## config.mk

```make
export PLATFORM = sky130hd
export DESIGN_NAME = uart_tx_arb_flat
export DESIGN_NICKNAME = d
export VERILOG_FILES = /design/src/rtl/uart_tx_arb_if.sv /design/src/rtl/uart_tx_arb.sv /design/src/flat_wrapper.sv
export SDC_FILE = /design/constraint.sdc
export NUM_CORES = 1
export LEC_CHECK = 0
export BUFFER_PORTS_ARGS = -buffer_cell sky130_fd_sc_hd__clkbuf_2
export CORE_ASPECT_RATIO = 1.25
export CORE_UTILIZATION = 42
export CTS_BUF_LIST = sky130_fd_sc_hd__clkbuf_8
export DETAILED_ROUTE_END_ITERATION = 12
export GPL_TIMING_DRIVEN = 0
export PLACE_DENSITY = 0.79
export SETUP_SLACK_MARGIN = 0.02
export SYNTH_ARGS = -nofsm -noshare
export SYNTH_HDL_FRONTEND = slang
export SYNTH_SLANG_ARGS = --single-unit
```

## constraint.sdc

```tcl
create_clock -name clk -period 1.4 [get_ports clk]
set_input_delay 0.14 -clock clk [delete_from_list [all_inputs] [get_ports clk]]
set_output_delay 0.14 -clock clk [all_outputs]
set_load 0.005 [all_outputs]
```

## src/rtl/uart_tx_arb_if.sv

```systemverilog
// uart_tx_arb_if: requester-side and UART-side signals of the shared transmitter arbiter.
interface uart_tx_arb_if #(parameter int NREQ = 4);
  logic [NREQ-1:0] req, gnt, ack, err;
  logic [8*NREQ-1:0] req_data;
  logic busy, tx_start, tx_done, tx_err;
  logic [7:0] tx_data;
  modport master (output req, req_data, tx_done, tx_err, input gnt, ack, err, busy, tx_start, tx_data);
  modport slave (input req, req_data, tx_done, tx_err, output gnt, ack, err, busy, tx_start, tx_data);
endinterface

```

## src/rtl/uart_tx_arb.sv

```systemverilog
// uart_tx_arb: round-robin arbiter sharing one UART transmitter among NREQ requesters.
// Define UART_ARB_TIMEOUT_EN to add a WAIT watchdog that ends a frame after TIMEOUT_CYCLES clocks.
module uart_tx_arb #(
  parameter int NREQ = 4,
  parameter int TIMEOUT_CYCLES = 200000
) (
  input logic clk,
  input logic rst_n,
  uart_tx_arb_if.slave bus
);
  localparam int IW = $clog2(NREQ);
  typedef enum logic [2:0] {IDLE, GRANT, START, WAIT, DONE} state_t;
  state_t state;
  logic [IW-1:0] ptr, win, nxt;
  logic [IW:0] s;
  logic flag;
`ifdef UART_ARB_TIMEOUT_EN
  logic [17:0] tmr;
`endif
  if (NREQ < 2 || NREQ > 8 || TIMEOUT_CYCLES < 1 || TIMEOUT_CYCLES >= 2**18) begin : g_bad_param
    $error("uart_tx_arb: parameter out of range");
  end
  // walk downwards so the request closest to ptr (after wrap) is assigned last and wins
  always_comb begin
    nxt = '0;
    s = '0;
    for (int i = NREQ - 1; i >= 0; i--) begin
      s = {1'b0, ptr} + (IW+1)'(i);
      s = (s >= (IW+1)'(NREQ)) ? s - (IW+1)'(NREQ) : s;
      if (bus.req[s[IW-1:0]]) nxt = s[IW-1:0];
    end
  end
  always_ff @(posedge clk or negedge rst_n)
    if (!rst_n) begin
      state <= IDLE;
      ptr <= '0;
      win <= '0;
      flag <= 1'b0;
      bus.gnt <= '0;
      bus.ack <= '0;
      bus.err <= '0;
      bus.busy <= 1'b0;
      bus.tx_start <= 1'b0;
      bus.tx_data <= 8'h00;
`ifdef UART_ARB_TIMEOUT_EN
      tmr <= '0;
`endif
    end else begin
      bus.ack <= '0;
      bus.err <= '0;
      bus.tx_start <= 1'b0;
      case (state)
        IDLE: if (|bus.req) begin
          state <= GRANT;
          win <= nxt;
          bus.gnt <= NREQ'(1) << nxt;
          bus.tx_data <= bus.req_data[8*nxt +: 8];
          bus.busy <= 1'b1;
          flag <= 1'b0;
        end
        GRANT: begin
          state <= START;
          bus.tx_start <= 1'b1;
        end
        START: begin
          state <= WAIT;
`ifdef UART_ARB_TIMEOUT_EN
          tmr <= '0;
`endif
        end
        WAIT: begin
          flag <= flag | bus.tx_err;
          if (bus.tx_done) begin
            state <= DONE;
            bus.ack <= bus.gnt;
            bus.err <= (flag | bus.tx_err) ? bus.gnt : '0;
          end
`ifdef UART_ARB_TIMEOUT_EN
          else if (tmr == 18'(TIMEOUT_CYCLES - 1)) begin
            state <= DONE;
            bus.ack <= bus.gnt;
            bus.err <= bus.gnt;
          end else tmr <= tmr + 18'd1;
`endif
        end
        DONE: begin
          state <= IDLE;
          bus.gnt <= '0;
          bus.busy <= 1'b0;
          ptr <= (win == IW'(NREQ - 1)) ? '0 : win + IW'(1);
        end
        default: state <= IDLE;
      endcase
    end
endmodule

```

## src/flat_wrapper.sv

```systemverilog
// flat-port wrapper written by rule: the top's interface ports become plain ports
module uart_tx_arb_flat 
#(
  parameter int NREQ = 4,
  parameter int TIMEOUT_CYCLES = 200000
)
  (clk, rst_n, bus_req, bus_req_data, bus_tx_done, bus_tx_err, bus_gnt, bus_ack, bus_err, bus_busy, bus_tx_start, bus_tx_data);
  uart_tx_arb_if #(.NREQ(NREQ)) bus_i ();
  input logic clk;
  input logic rst_n;
  input wire logic [$bits(bus_i.req)-1:0] bus_req;
  input wire logic [$bits(bus_i.req_data)-1:0] bus_req_data;
  input wire logic [$bits(bus_i.tx_done)-1:0] bus_tx_done;
  input wire logic [$bits(bus_i.tx_err)-1:0] bus_tx_err;
  output wire logic [$bits(bus_i.gnt)-1:0] bus_gnt;
  output wire logic [$bits(bus_i.ack)-1:0] bus_ack;
  output wire logic [$bits(bus_i.err)-1:0] bus_err;
  output wire logic [$bits(bus_i.busy)-1:0] bus_busy;
  output wire logic [$bits(bus_i.tx_start)-1:0] bus_tx_start;
  output wire logic [$bits(bus_i.tx_data)-1:0] bus_tx_data;
  assign bus_i.req = bus_req;
  assign bus_i.req_data = bus_req_data;
  assign bus_i.tx_done = bus_tx_done;
  assign bus_i.tx_err = bus_tx_err;
  assign bus_gnt = bus_i.gnt;
  assign bus_ack = bus_i.ack;
  assign bus_err = bus_i.err;
  assign bus_busy = bus_i.busy;
  assign bus_tx_start = bus_i.tx_start;
  assign bus_tx_data = bus_i.tx_data;
  uart_tx_arb #(.NREQ(NREQ), .TIMEOUT_CYCLES(TIMEOUT_CYCLES)) u_core (.clk(clk), .rst_n(rst_n), .bus(bus_i));
endmodule
```

==> Flow_metrics.wiki, run 1 <==
{| class="wikitable"
! Metric !! Value
|-
| Data arrival, critical path || 1.76 ns
|-
| Synthesis warning total || 0
|-
| Syn nets || 186
|-
| Post-detailed-placement half-perimeter wirelength || 2480 um
|-
| Reported net switching power || 1.46 mW
|-
| Standard cell with the maximum stage delay on the critical path || sky130_fd_sc_hd__dfrtp_1
|-
| Total overflow reported by the global router || 0
|-
| Wire length of the first global-routing pass || 5800 um
|-
| Overall Global Routing Usage || 0.196
|-
| Max Slew Vio Count || 0
|-
| Cell Area, Synth || 0.00153 sq mm
|-
| Die width || 56.1 um
|-
| TritonCTS clock tree || yes
|-
| Smallest setup slack after layout || -0.190 ns
|-
| Final RePlAce weighted congestion || 0.710
|-
| Worst Clk Skew || 0.00591 ns
|-
| Endpoint kind of the worst setup timing path || flip-flop
|-
| Failing checks || setup timing
|-
| Cell depth of the worst min-delay path || 3
|-
| WHS || 0.136 ns
|-
| Final setup violation count || 11
|-
| Row cnt || 24
|-
| Simple-gate portion of the synthesized area || 0.172
|-
| Final critical-path share of the clock period || 1.14
|-
| Max Freq || 629 MHz
|-
| Ant. Diodes || 0
|-
| Max layer used || met4
|-
| Share of synthesized cell area in full adder, half adder and majority cells || 0.00816
|-
| Final nets || 263
|-
| Critical path cell sequence || and3b_2, a31oi_4, nand2_4, buf_12, buf_4, a22o_1
|-
| Count of nets left with antenna violations after detail routing || 0
|-
| Area of all placed cells without fillers || 0.00218 sq mm
|-
| Total number of H-tree levels || 2
|-
| WL final || 3500 um
|-
| Bufs and invs on worst path || 2
|-
| Buffers added on ports || 61
|-
| Detail Route met3 WL || 229 um
|-
| Largest family of logic cells by synthesized area || compound AO/OA/AOI/OAI gates
|-
| Die ar. || 0.00390 sq mm
|-
| Internal power of the cells || 2.54 mW
|-
| Area after detailed placement || 0.00193 sq mm
|-
| Maximum fanout count along the critical path || 9
|-
| Switching power as a share of total power || 0.365
|-
| Layout cell share with drive strength beyond 1 || 0.475
|-
| TritonCTS buffer count || 5
|-
| Number of antenna violations at the first check in global routing || 0
|-
| Standard cell core area || 0.00348 sq mm
|-
| Via count of the first global-routing pass || 1375
|-
| Maximum number of pins on one net before global-route repair || 31
|-
| Critical path depth || 6
|-
| Mean instance size in the synthesized netlist || 10.6 sq um
|-
| Part of the power in combinational logic || 0.463
|-
| 1st-pass router iterations || 4
|-
| Pin slew with the least headroom to its limit || 0.709 ns
|-
| Relative slew slack || 0.527
|-
| R2r worst-path depth || 6
|-
| Post-synthesis to final-layout area growth || 41.9%
|-
| Number of unique standard cell types used by synthesis || 39
|-
| Classification of the worst setup path || reg2reg
|-
| Clk buf depth || 2
|-
| Number of synthesized flops with an enable pin || 0
|-
| Top Ports || 62
|-
| Post-place setup slack || -0.263 ns
|-
| Vertical die dimension || 69.6 um
|-
| Synthesized-area fraction occupied by ao, oa, aoi and oai cells || 0.223
|-
| Power density of the placed cells || 1840 mW/mm^2
|-
| Register clock-pin slew on the reported worst setup and hold paths || 0.06 ns
|-
| Final min period || 1.59 ns
|-
| Wire length on met1 || 1510 um
|-
| Count of max-cap constraint violations || 0
|-
| Standby leakage power || 1.09 nW
|-
| Number of filler instances in the final layout || 297
|-
| Peak supply drop || 1.21 mV
|-
| Effective utilization at floorplan || 0.440
|-
| Iteration-0 DRC Markers || 12
|-
| Synthesis-stage register bit count || 30
|-
| Buffer type at the clock tree root || sky130_fd_sc_hd__clkbuf_8
|-
| Clock group share of total power || 0.176
|-
| Hold violation count in the final report || 0
|-
| Run status || complete, but fails checks
|-
| Synth Flop Type || sky130_fd_sc_hd__dfrtp_1
|-
| Unrepaired setup endpoints after global routing || yes
|-
| Share of async-settable or async-resettable flops after synthesis || 1.00
|-
| Mux contribution to synthesized area || 0.0595
|-
| Sequential fraction of design power || 0.361
|-
| Nature of the critical path startpoint || flip-flop
|-
| Gate family responsible for the most delay along the worst path || flip-flops
|-
| Clock insertion delay at the later pin of the skew report || 0.28 ns
|-
| Routed vias/inst || 5.30
|-
| Number of standard cells after synthesis || 145
|-
| Sink count of the clock tree || 30
|-
| DR WL/cell || 13.4 um
|-
| # DRC || 0
|-
| WL met2 || 1690 um
|-
| Class of the tightest hold or removal check || in2reg
|-
| Worst endpoint required time || 1.57 ns
|-
| Area share of xor/xnor cells in the synthesized design || 0
|-
| FF-to-FF setup slack || -0.19 ns
|-
| Via Count || 1389
|-
| Crit-path max cell delay || 0.43 ns
|-
| Post-synthesis sequential area ratio || 0.489
|}
[sequential cells by signal, summed over array words and instances (netlist names)]
signal               cells
u_core.state             3
u_core.ptr               2
u_core.bus.busy          1
u_core.bus.tx_data       8
u_core.bus.err           4
u_core.bus.tx_start      1
u_core.bus.ack           4
u_core.flag              1
u_core.bus.gnt           4
u_core.win               2
[power by group through the flow]
stage / sequential (mW) / clock (mW) / combinational, mW
2_1_floorplan: 1.37 / 0 / 1.10
3_3_place_gp: 1.39 / 0 / 1.55
3_5_place_dp: 1.38 / 0 / 1.60
4_1_cts: 1.45 / 0.732 / 1.71
5_1_grt: 1.48 / 0.766 / 2.03
6_report: 1.44 / 0.704 / 1.85
[worst paths after layout]
| kind | start | end |
|---|---|---|
| worst max-delay path | u_core.ptr[1] | u_core.bus.gnt[2] |
| worst min-delay path | bus_tx_done | u_core.state[0] |
| worst max register to register | u_core.ptr[1] | u_core.bus.gnt[2] |
| worst min register to register | u_core.win[0] | u_core.ptr[0] |
| max in group asynchronous | rst_n | u_core.state[1] |
| min in group asynchronous | rst_n | u_core.bus.tx_start |
[layout by cell type, fill, tap and decap left out, types with 4 or more instances in the layout]
master                     instances
sky130_fd_sc_hd__a211o_1           8
sky130_fd_sc_hd__a21oi_1           4
sky130_fd_sc_hd__and2_1            9
sky130_fd_sc_hd__buf_4             8
sky130_fd_sc_hd__clkbuf_2         61
sky130_fd_sc_hd__clkbuf_8          6
sky130_fd_sc_hd__dfrtp_1          27
sky130_fd_sc_hd__mux2i_1           7
sky130_fd_sc_hd__nand2_1          15
sky130_fd_sc_hd__nand3_1           9
sky130_fd_sc_hd__o211ai_1          8
sky130_fd_sc_hd__o21ai_0           9
[per-layer routing]
layer / global-route usage / vias to the layer above
met1: 0.217 / 632
li1: - / 688
met3: 0.0672 / 7
met4: 0.0949 / 0
met2: 0.332 / 62
met5: 0 / -
[repair_timing]
action | in CTS | in global routing
gates resized for setup | 11 | 7
pin swaps | 4 | 2
setup endpoints to repair | 19 | 14
hold buffers | 1 | 0
hold endpoints to repair | 30 | 0
gates cloned | 0 | 1
buffers inserted | 3 | 6
[stage by stage]
stage / setup TNS [ns] / instances / utilization / power [mW]
after floorplan: -0.261 / 145 / - / 2.47
after global placement: -2.62 / 245 / 0.553 / 2.94
after detailed placement: -3.39 / 245 / 0.553 / 2.98
after CTS: -1.33 / 255 / 0.604 / 3.89
after global routing: -2.30 / 262 / 0.625 / 4.28
final: -1.46 / 262 / 0.625 / 4.00
[worst min-delay path, stage by stage]
cell and delay, ns:
sky130_fd_sc_hd__clkbuf_2 0.09, sky130_fd_sc_hd__nand2b_1 0.10, sky130_fd_sc_hd__a21oi_1 0.06
[synthesized netlist by cell type, types with 2 or more instances]
library cell / n / area, sq um
sky130_fd_sc_hd__dfrtp_1: 30 / 751
sky130_fd_sc_hd__a21o_1: 2 / 15.0
sky130_fd_sc_hd__a211o_1: 8 / 70.1
sky130_fd_sc_hd__inv_1: 2 / 7.51
sky130_fd_sc_hd__o211ai_1: 8 / 60.1
sky130_fd_sc_hd__nor2_1: 6 / 22.5
sky130_fd_sc_hd__a22o_1: 2 / 17.5
sky130_fd_sc_hd__and2_1: 9 / 56.3
sky130_fd_sc_hd__clkbuf_1: 2 / 7.51
sky130_fd_sc_hd__o21ai_0: 10 / 50.1
sky130_fd_sc_hd__mux2i_1: 8 / 80.1
sky130_fd_sc_hd__a21oi_1: 5 / 25.0
sky130_fd_sc_hd__nand3_1: 9 / 45.0
sky130_fd_sc_hd__nand2b_1: 3 / 18.8
sky130_fd_sc_hd__o21ai_2: 3 / 26.3
sky130_fd_sc_hd__nand2_1: 15 / 56.3
[final cells by class]
| cell class | count | area, sq um | area share |
|---|---|---|---|
| sequential | 30 | 754 | 0.347 |
| timing repair buffer | 71 | 395 | 0.182 |
| tap | 39 | 48.8 | 0.0224 |
| clock inverter | 2 | 8.76 | 0.00402 |
| buffer | 5 | 77.6 | 0.0356 |
| multi-input combinational | 107 | 802 | 0.368 |
| clock buffer | 6 | 82.6 | 0.0379 |
| inverter | 2 | 7.51 | 0.00345 |
[logic make-up (layout without fill, tap and decap cells)]
group,after synthesis,after routing
and+or+nand+nor,50,51
DFF,30,30
muxes,9,9
AOI/OAI and AO/OA,46,46
adders and majority gates,1,1
buffers and inverters,9,86
(Power assumes the default switching activity.)
==> inputs of run 2 (changes only) <==
ABC_AREA = 1   (was default)
PLACE_DENSITY = 0.76   (was 0.79)
RECOVER_POWER = 25   (was default)
==> run 2 against run 1 <==
- the run still ends with setup timing left
- combinational power grew 130%
- sequential share of layout area shrank 6.3 points
- power grew 59%
- highest routed layer unchanged
- maximum frequency shrank 13%
- register-to-register slack lost 0.24 ns
- core utilization grew 1.1 points
- clock-buffer cell count shrank 1
==> Flow_metrics.wiki, run 2 <==
{| class="wikitable"
! Metric !! Value
|-
| Max Slew Vio Count || 0 (unchanged)
|-
| Share of async-settable or async-resettable flops after synthesis || 1.00 (unchanged)
|-
| Synth area leader || sky130_fd_sc_hd__dfrtp_1
|-
| Largest register by flop count || u_core.bus.tx_data
|-
| Worst endpoint required time || 1.57 ns (about the same)
|-
| Die width || 61.4 um (+9.4%)
|-
| WHS || 0.106 ns (-0.0304 ns)
|-
| Maximum number of pins on one net before global-route repair || 31 (unchanged)
|-
| Final min period || 1.83 ns (+0.244 ns)
|-
| Worst Clk Skew || 0.00665 ns (+0.000736 ns)
|-
| Layout cell share with drive strength beyond 1 || 0.421 (-0.0546)
|-
| Post-place setup slack || -0.375 ns (-0.112 ns)
|-
| Synth Flop Type || sky130_fd_sc_hd__dfrtp_1
|-
| Leading cell types in the layout, fill and taps excluded || 58 x sky130_fd_sc_hd__nand2_1, 53 x sky130_fd_sc_hd__clkbuf_2, 46 x sky130_fd_sc_hd__inv_1
|-
| Synthesis-stage register bit count || 30 (unchanged)
|-
| Syn nets || 287 (+54%)
|-
| Unrepaired setup endpoints after global routing || yes
|-
| TritonCTS buffer count || 5 (unchanged)
|-
| Die ar. || 0.00467 sq mm (+20%)
|-
| Hold violation count in the final report || 0 (unchanged)
|-
| Top post-synthesis cells by count || 65 x sky130_fd_sc_hd__nand2_1, 48 x sky130_fd_sc_hd__inv_1, 35 x sky130_fd_sc_hd__nand3_1, 30 x sky130_fd_sc_hd__dfrtp_1, 10 x sky130_fd_sc_hd__nand2_4
|-
| Finished Core Util || 0.636 (+0.0108)
|-
| Critical path origin || u_core.ptr[0]
|-
| WL final || 4660 um (+33%)
|-
| TritonCTS clock tree || yes
|-
| Standby leakage power || 1.54 nW (+42%)
|-
| Buffer type at the clock tree root || sky130_fd_sc_hd__clkbuf_8
|-
| Count of max-cap constraint violations || 0 (unchanged)
|-
| Via Count || 1835 (+32%)
|-
| Final cell count without fillers || 384 (+47%)
|-
| Vertical die dimension || 76.2 um (+9.5%)
|-
| Standard cell core area || 0.00416 sq mm (+20%)
|-
| DR WL/cell || 12.1 um (-9.1%)
|-
| Top Ports || 62 (unchanged)
|-
| Classification of the worst setup path || reg2reg
|-
| Relative slew slack || 0.523 (-0.00370)
|-
| Leading cell type in the layout, fill and taps excluded || sky130_fd_sc_hd__nand2_1
|-
| Number of unique standard cell types used by synthesis || 29 (-26%)
|-
| Sum Neg Setup Slack || -4.71 ns (-3.26 ns)
|-
| Pin slew with the least headroom to its limit || 0.715 ns (+0.00555 ns)
|-
| Dominant cells by area after synthesis || sky130_fd_sc_hd__dfrtp_1 41%, sky130_fd_sc_hd__nand2_1 13%, sky130_fd_sc_hd__inv_1 9.7%
|-
| Sink count of the clock tree || 30 (unchanged)
|-
| Effective utilization at floorplan || 0.444 (+0.00374)
|-
| Wire length of the first global-routing pass || 7020 um (+21%)
|-
| Number of standard cells after synthesis || 246 (+70%)
|-
| Ant. Diodes || 0 (unchanged)
|-
| Post-synthesis to final-layout area growth || 43.2%
|-
| Number of flip-flops under the largest register name || 8 (unchanged)
|-
| Number of antenna violations at the first check in global routing || 0 (unchanged)
|-
| Smallest setup slack after layout || -0.435 ns (-0.244 ns)
|-
| # DRC || 0 (unchanged)
|-
| Max Freq || 545 MHz (-13%)
|-
| Final setup violation count || 14 (+3)
|-
| Register clock-pin slew on the reported worst setup and hold paths || 0.06 ns (about the same)
|-
| Hold Startpoint || bus_tx_done
|-
| Buffers added on ports || 61 (unchanged)
|-
| Synthesis warning total || 0 (unchanged)
|-
| Cell Area, Synth || 0.00185 sq mm (+21%)
|-
| Count of nets left with antenna violations after detail routing || 0 (unchanged)
|-
| Data arrival, critical path || 2.01 ns (+0.25 ns)
|-
| Total number of H-tree levels || 2 (unchanged)
|-
| Final critical-path share of the clock period || 1.31 (+0.175)
|-
| Final nets || 369 (+40%)
|-
| Routed vias/inst || 4.78 (-9.9%)
|-
| Mean instance size in the synthesized netlist || 7.52 sq um (-29%)
|-
| Failing checks || setup timing
|-
| Clk buf depth || 2 (unchanged)
|-
| Number of synthesized flops with an enable pin || 0 (unchanged)
|-
| Class of the tightest hold or removal check || in2reg
|-
| Row cnt || 26 (+8.3%)
|-
| Endpoint kind of the worst setup timing path || flip-flop
|-
| 1st-pass router iterations || 4 (unchanged)
|-
| Reg-to-reg startpoint || u_core.ptr[0]
|-
| Most frequent cell after synthesis || sky130_fd_sc_hd__nand2_1
|-
| Post-synthesis sequential area ratio || 0.406 (-0.0834)
|-
| Via count of the first global-routing pass || 1657 (+21%)
|-
| Iteration-0 DRC Markers || 50 (+38)
|-
| Post-Place Cells || 363 (+48%)
|-
| Total overflow reported by the global router || 0 (unchanged)
|-
| Synth top area share || 0.406 (-0.0834)
|-
| Final RePlAce weighted congestion || 0.756 (+6.4%)
|-
| Maximum fanout count along the critical path || 5 (-4)
|-
| Overall Global Routing Usage || 0.196 (-0.000415)
|-
| Power density of the placed cells || 2400 mW/mm^2 (+31%)
|-
| Clock insertion delay at the later pin of the skew report || 0.28 ns (about the same)
|-
| Peak supply drop || 1.24 mV (+2.5%)
|-
| Nature of the critical path startpoint || flip-flop
|-
| Run status || complete, but fails checks
|-
| Post-detailed-placement half-perimeter wirelength || 3070 um (+24%)
|}
run 2: cell count changes after synthesis, sizes merged, moves of 9 or more:
cell and delta:
nand3 +31, inv +49, and2 -9, nand2 +65
run 2: logic make-up after synthesis:
| family | synth area share |
|---|---|
| AOI/OAI and AO/OA | 0.0467 |
| adders and majority gates | 0.00676 |
| buffers and inverters | 0.137 |
| DFF | 0.406 |
| and+or+nand+nor | 0.404 |
run 2: per-stage QoR:
step | instance area (sq um) | total power, mW
2_1_floorplan | 1890 | 3.77
3_3_place_gp | 2260 | 4.45
3_5_place_dp | 2260 | 4.53
4_1_cts | 2480 | 5.79
5_1_grt | 2650 | 6.82
6_report | 2650 | 6.36
run 2: worst paths after layout:
kind                                              end  slack (ns)  cells past startpoint
worst min-delay path                  u_core.state[2]        0.11                      3
max in group asynchronous               u_core.ptr[1]        0.45                      2
worst max register to register  u_core.bus.tx_data[6]       -0.43                     13
worst min register to register  u_core.bus.tx_data[6]        0.49                      2
min in group asynchronous             u_core.state[0]        0.45                      2
worst max-delay path            u_core.bus.tx_data[6]       -0.43                     13
run 2: final cells by class:
type	count	area, sq um
Clock inverter	2	10.0
Buffer	6	72.6
Multi-Input combinational cell	157	996
Inverter	53	206
Timing Repair Buffer	75	472
Tap cell	56	70.1
Sequential cell	30	752
Clock buffer	5	68.8
Fill cell	389	1520
run 2: where the power goes:
part	internal, mW	leakage [nW]	total, mW	switching, mW
logic	1.90	1.11	4.33	2.43
clock network	0.332	0.0438	0.631	0.299
registers	1.18	0.386	1.40	0.218
total	3.41	1.54	6.36	2.95
run 2: metal layers:
layer	vias up	track usage	share of wire
met5	-	0	0
met4	0	0.0889	0.024
met3	10	0.0357	0.047
met2	67	0.326	0.53
met1	837	0.236	0.40
li1	921	-	-
run 2: what timing repair did:
action	4_1_cts	5_1_grt
buffers inserted	8	0
gates resized for setup	10	27
hold endpoints to repair	30	0
setup endpoints to repair	14	18
hold buffers	1	0
gates cloned	3	2
pin swaps	2	20
run 2: worst max-delay path, stage by stage, from the launching register on:
cell and delay (ns):
sky130_fd_sc_hd__dfrtp_1 0.42, sky130_fd_sc_hd__buf_6 0.16, sky130_fd_sc_hd__o21ai_4 0.16, sky130_fd_sc_hd__nand2_2 0.09
sky130_fd_sc_hd__nand3_4 0.11, sky130_fd_sc_hd__nand2_4 0.07, sky130_fd_sc_hd__nand2_8 0.10, sky130_fd_sc_hd__buf_12 0.12
sky130_fd_sc_hd__clkbuf_16 0.14, sky130_fd_sc_hd__nand3_2 0.07, sky130_fd_sc_hd__nand3_2 0.09, sky130_fd_sc_hd__nand2_1 0.08
sky130_fd_sc_hd__nand2_1 0.06, sky130_fd_sc_hd__nand2_1 0.06
==> inputs of run 3 (changes only) <==
PLACE_DENSITY = 0.73   (was 0.76)
TNS_END_PERCENT = 1   (was default)
clock period = 1.8 ns   (was 1.4 ns; I/O delays follow)
==> run 3 against run 2 <==
- the run now ends clean
- sequential share of layout area increased by 3.3 points
- clock-buffer cell count increased by 1
- core utilization decreased by 6.7 points
- non-clock buffer count decreased by 11
- cell count decreased by 2.6%
- worst setup slack improved by 0.44 ns
- clock power decreased by 12%
- routed wire length decreased by 14%
- combinational power decreased by 42%
- cell area decreased by 10%
==> Flow_metrics.wiki, run 3 (synthesis gave the netlist of run 2 again) <==
{| class="wikitable"
! Metric !! Value
|-
| Run status || finished, final reports clean
|-
| Relative slew slack || 0.533 (+0.00943)
|-
| R2r worst-path depth || 14 (+1)
|-
| Top Ports || 62 (unchanged)
|-
| Sequential fraction of design power || 0.259 (+0.040)
|-
| Buffer type at the clock tree root || sky130_fd_sc_hd__clkbuf_8
|-
| Maximum fanout count along the critical path || 10 (+5)
|-
| Worst Clk Skew || 0.00734 ns (+0.000687 ns)
|-
| Iteration-0 DRC Markers || 31 (-38%)
|-
| Via Count || 1747 (-4.8%)
|-
| Clock insertion delay at the later pin of the skew report || 0.29 ns (about the same)
|-
| Maximum number of pins on one net before global-route repair || 31 (unchanged)
|-
| Classification of the worst setup path || reg2reg
|-
| Buffers added on ports || 61 (unchanged)
|-
| Via count of the first global-routing pass || 1569 (-5.3%)
|-
| Leading cell types in the layout, fill and taps excluded || 64 x sky130_fd_sc_hd__nand2_1, 49 x sky130_fd_sc_hd__clkbuf_2, 48 x sky130_fd_sc_hd__inv_1
|-
| Critical path origin || u_core.ptr[0]
|-
| Part of the power in combinational logic || 0.607 (-0.074)
|-
| Crit-path max cell delay || 0.39 ns (-0.03 ns)
|-
| Routed vias/inst || 4.67 (-2.3%)
|-
| Wire length of the first global-routing pass || 6480 um (-7.8%)
|-
| Total overflow reported by the global router || 0 (unchanged)
|-
| Max Freq || 559 MHz (+2.5%)
|-
| Die width || 61.4 um (unchanged)
|-
| Critical R2R Capture || u_core.bus.tx_data[5]
|-
| Layout cell share with drive strength beyond 1 || 0.311 (-0.109)
|-
| Standard cell with the maximum stage delay on the critical path || sky130_fd_sc_hd__dfrtp_1
|-
| Post-synthesis to final-layout area growth || 28.1%
|-
| Hold violation count in the final report || 0 (unchanged)
|-
| Area after detailed placement || 0.00222 sq mm (-1.7%)
|-
| Pin slew with the least headroom to its limit || 0.701 ns (-0.0141 ns)
|-
| Critical path cell sequence || buf_6, nand2_1, nor2_2, nor2_2, nand3_2, nand2_2, nand2_4, nand2_8, clkbuf_16, nand2_4, nand3_1, nand2_1, nand2_1, nand2_1
|-
| Row cnt || 26 (unchanged)
|-
| Count of nets left with antenna violations after detail routing || 0 (unchanged)
|-
| # DRC || 0 (unchanged)
|-
| Data arrival, critical path || 1.97 ns (-0.04 ns)
|-
| Worst path most repeated cell || sky130_fd_sc_hd__nand2_1
|-
| TritonCTS buffer count || 5 (unchanged)
|-
| Number of antenna violations at the first check in global routing || 0 (unchanged)
|-
| Standby leakage power || 1.40 nW (-9.6%)
|-
| Nature of the critical path startpoint || flip-flop
|-
| Peak supply drop || 0.836 mV (-33%)
|-
| Final min period || 1.79 ns (-0.0449 ns)
|-
| Post-detailed-placement half-perimeter wirelength || 2990 um (-2.6%)
|-
| Clock group share of total power || 0.134 (+0.035)
|-
| Smallest setup slack after layout || 0.0103 ns (+0.445 ns)
|-
| Ant. Diodes || 0 (unchanged)
|-
| FF-to-FF setup slack || 0.01 ns (+0.44 ns)
|-
| Unrepaired setup endpoints after global routing || yes
|-
| Leading cell type in the layout, fill and taps excluded || sky130_fd_sc_hd__nand2_1
|-
| Clk buf depth || 2 (unchanged)
|-
| Standard cell core area || 0.00416 sq mm (unchanged)
|-
| Timing endpoint of the critical path || u_core.bus.tx_data[5]
|-
| 1st-pass router iterations || 4 (unchanged)
|-
| Area of all placed cells without fillers || 0.00237 sq mm (-10%)
|-
| Final nets || 358 (-3.0%)
|-
| Final setup violation count || 0 (-14)
|-
| Register clock-pin slew on the reported worst setup and hold paths || 0.07 ns (about the same)
|-
| DR WL/cell || 10.7 um (-12%)
|-
| Max Slew Vio Count || 0 (unchanged)
|-
| Count of max-cap constraint violations || 0 (unchanged)
|-
| Class of the tightest hold or removal check || in2reg
|-
| Overall Global Routing Usage || 0.182 (-0.0142)
|-
| Largest register by flop count || u_core.bus.tx_data
|-
| Reg-to-reg startpoint || u_core.ptr[0]
|-
| Number of flip-flops under the largest register name || 8 (unchanged)
|-
| Die ar. || 0.00467 sq mm (unchanged)
|-
| Power density of the placed cells || 1760 mW/mm^2 (-27%)
|-
| Final RePlAce weighted congestion || 0.877 (+16%)
|-
| Internal power of the cells || 2.24 mW (-34%)
|-
| Post-place setup slack || -0.0205 ns (+0.354 ns)
|-
| TritonCTS clock tree || yes
|-
| WL final || 4000 um (-14%)
|-
| Switching power as a share of total power || 0.463 (-0.000645)
|-
| Final critical-path share of the clock period || 0.994 (-0.316)
|-
| Worst endpoint required time || 1.98 ns (+0.41 ns)
|-
| Endpoint kind of the worst setup timing path || flip-flop
|-
| Vertical die dimension || 76.2 um (unchanged)
|-
| Effective utilization at floorplan || 0.444 (unchanged)
|-
| Total number of H-tree levels || 2 (unchanged)
|-
| Reported net switching power || 1.93 mW (-35%)
|-
| Sink count of the clock tree || 30 (unchanged)
|}
-- run 3: cell types whose count changed in the layout (fill, tap and decap cells not counted), moves of 3 or more --
cell                       delta
sky130_fd_sc_hd__clkbuf_2     -4
sky130_fd_sc_hd__nand3_1     +14
sky130_fd_sc_hd__nand3_2     -13
sky130_fd_sc_hd__nand2_2      -3
sky130_fd_sc_hd__buf_4        -5
sky130_fd_sc_hd__nand2_1      +6
sky130_fd_sc_hd__clkbuf_1     +3
-- run 3: cell type report --
cell class | count | area [sq um]
repair buffers | 64 | 333
fillers | 420 | 1790
clock inverters | 2 | 12.5
inverters | 53 | 200
multi-input cells | 157 | 858
clock buffers | 6 | 82.6
well taps | 56 | 70.1
plain buffers | 6 | 61.3
flip-flops and latches | 30 | 752
-- run 3: repair_timing --
action                     4_1_cts  5_1_grt
setup buffers                    0        1
pin swaps                        2        1
gates cloned                     0        1
gates resized for setup          2        5
setup endpoints to repair        8       11
hold buffers                     1        0
hold endpoints to repair        30        0
-- run 3: how the worst min path moves through the flow --
stage | startpoint | to | slack (ns) | cells after the start
detailed placement | rst_n | u_core.state[0] | 0.27 | 1
finish | bus_tx_done | u_core.state[2] | 0.12 | 3
global route | bus_tx_done | u_core.state[2] | 0.16 | 3
CTS | bus_tx_done | u_core.state[2] | 0.13 | 3
global placement | rst_n | u_core.state[1] | 0.26 | 1
floorplan | rst_n | u_core.bus.ack[0] | -0.12 | 0
-- run 3: power groups by stage --
stage | logic [mW] | registers, mW | clock network (mW)
floorplan | 1.81 | 1.06 | 0
global placement | 2.32 | 1.07 | 0
detailed placement | 2.37 | 1.08 | 0
CTS | 2.40 | 1.07 | 0.562
global route | 2.84 | 1.10 | 0.598
finish | 2.53 | 1.08 | 0.557
-- run 3: per-layer routing --
layer | track usage | routed length, um | vias up
met5 | 0 | 0 | -
met4 | 0.0800 | 95 | 0
met3 | 0.0441 | 224 | 9
met2 | 0.304 | 1990 | 64
met1 | 0.211 | 1690 | 777
li1 | - | - | 897
-- run 3: critical path: cells and delay by family, from the launching register on --
kind	cells	cell delay, ns
buffers and inverters	2	0.33
DFF	1	0.39
and+or+nand+nor	12	0.97
-- run 3: per-stage QoR --
step           instances  total power, mW  hold slack [ns]  setup TNS, ns   util
3_5_place_dp         363             3.45            0.268        -0.0582  0.534
6_report             374             4.17            0.124              0  0.569
3_3_place_gp         363             3.39            0.261              0  0.534
5_1_grt              374             4.54            0.160         -0.557  0.569
4_1_cts              372             4.04            0.126              0  0.561
2_1_floorplan        246             2.87           -0.116              0      -
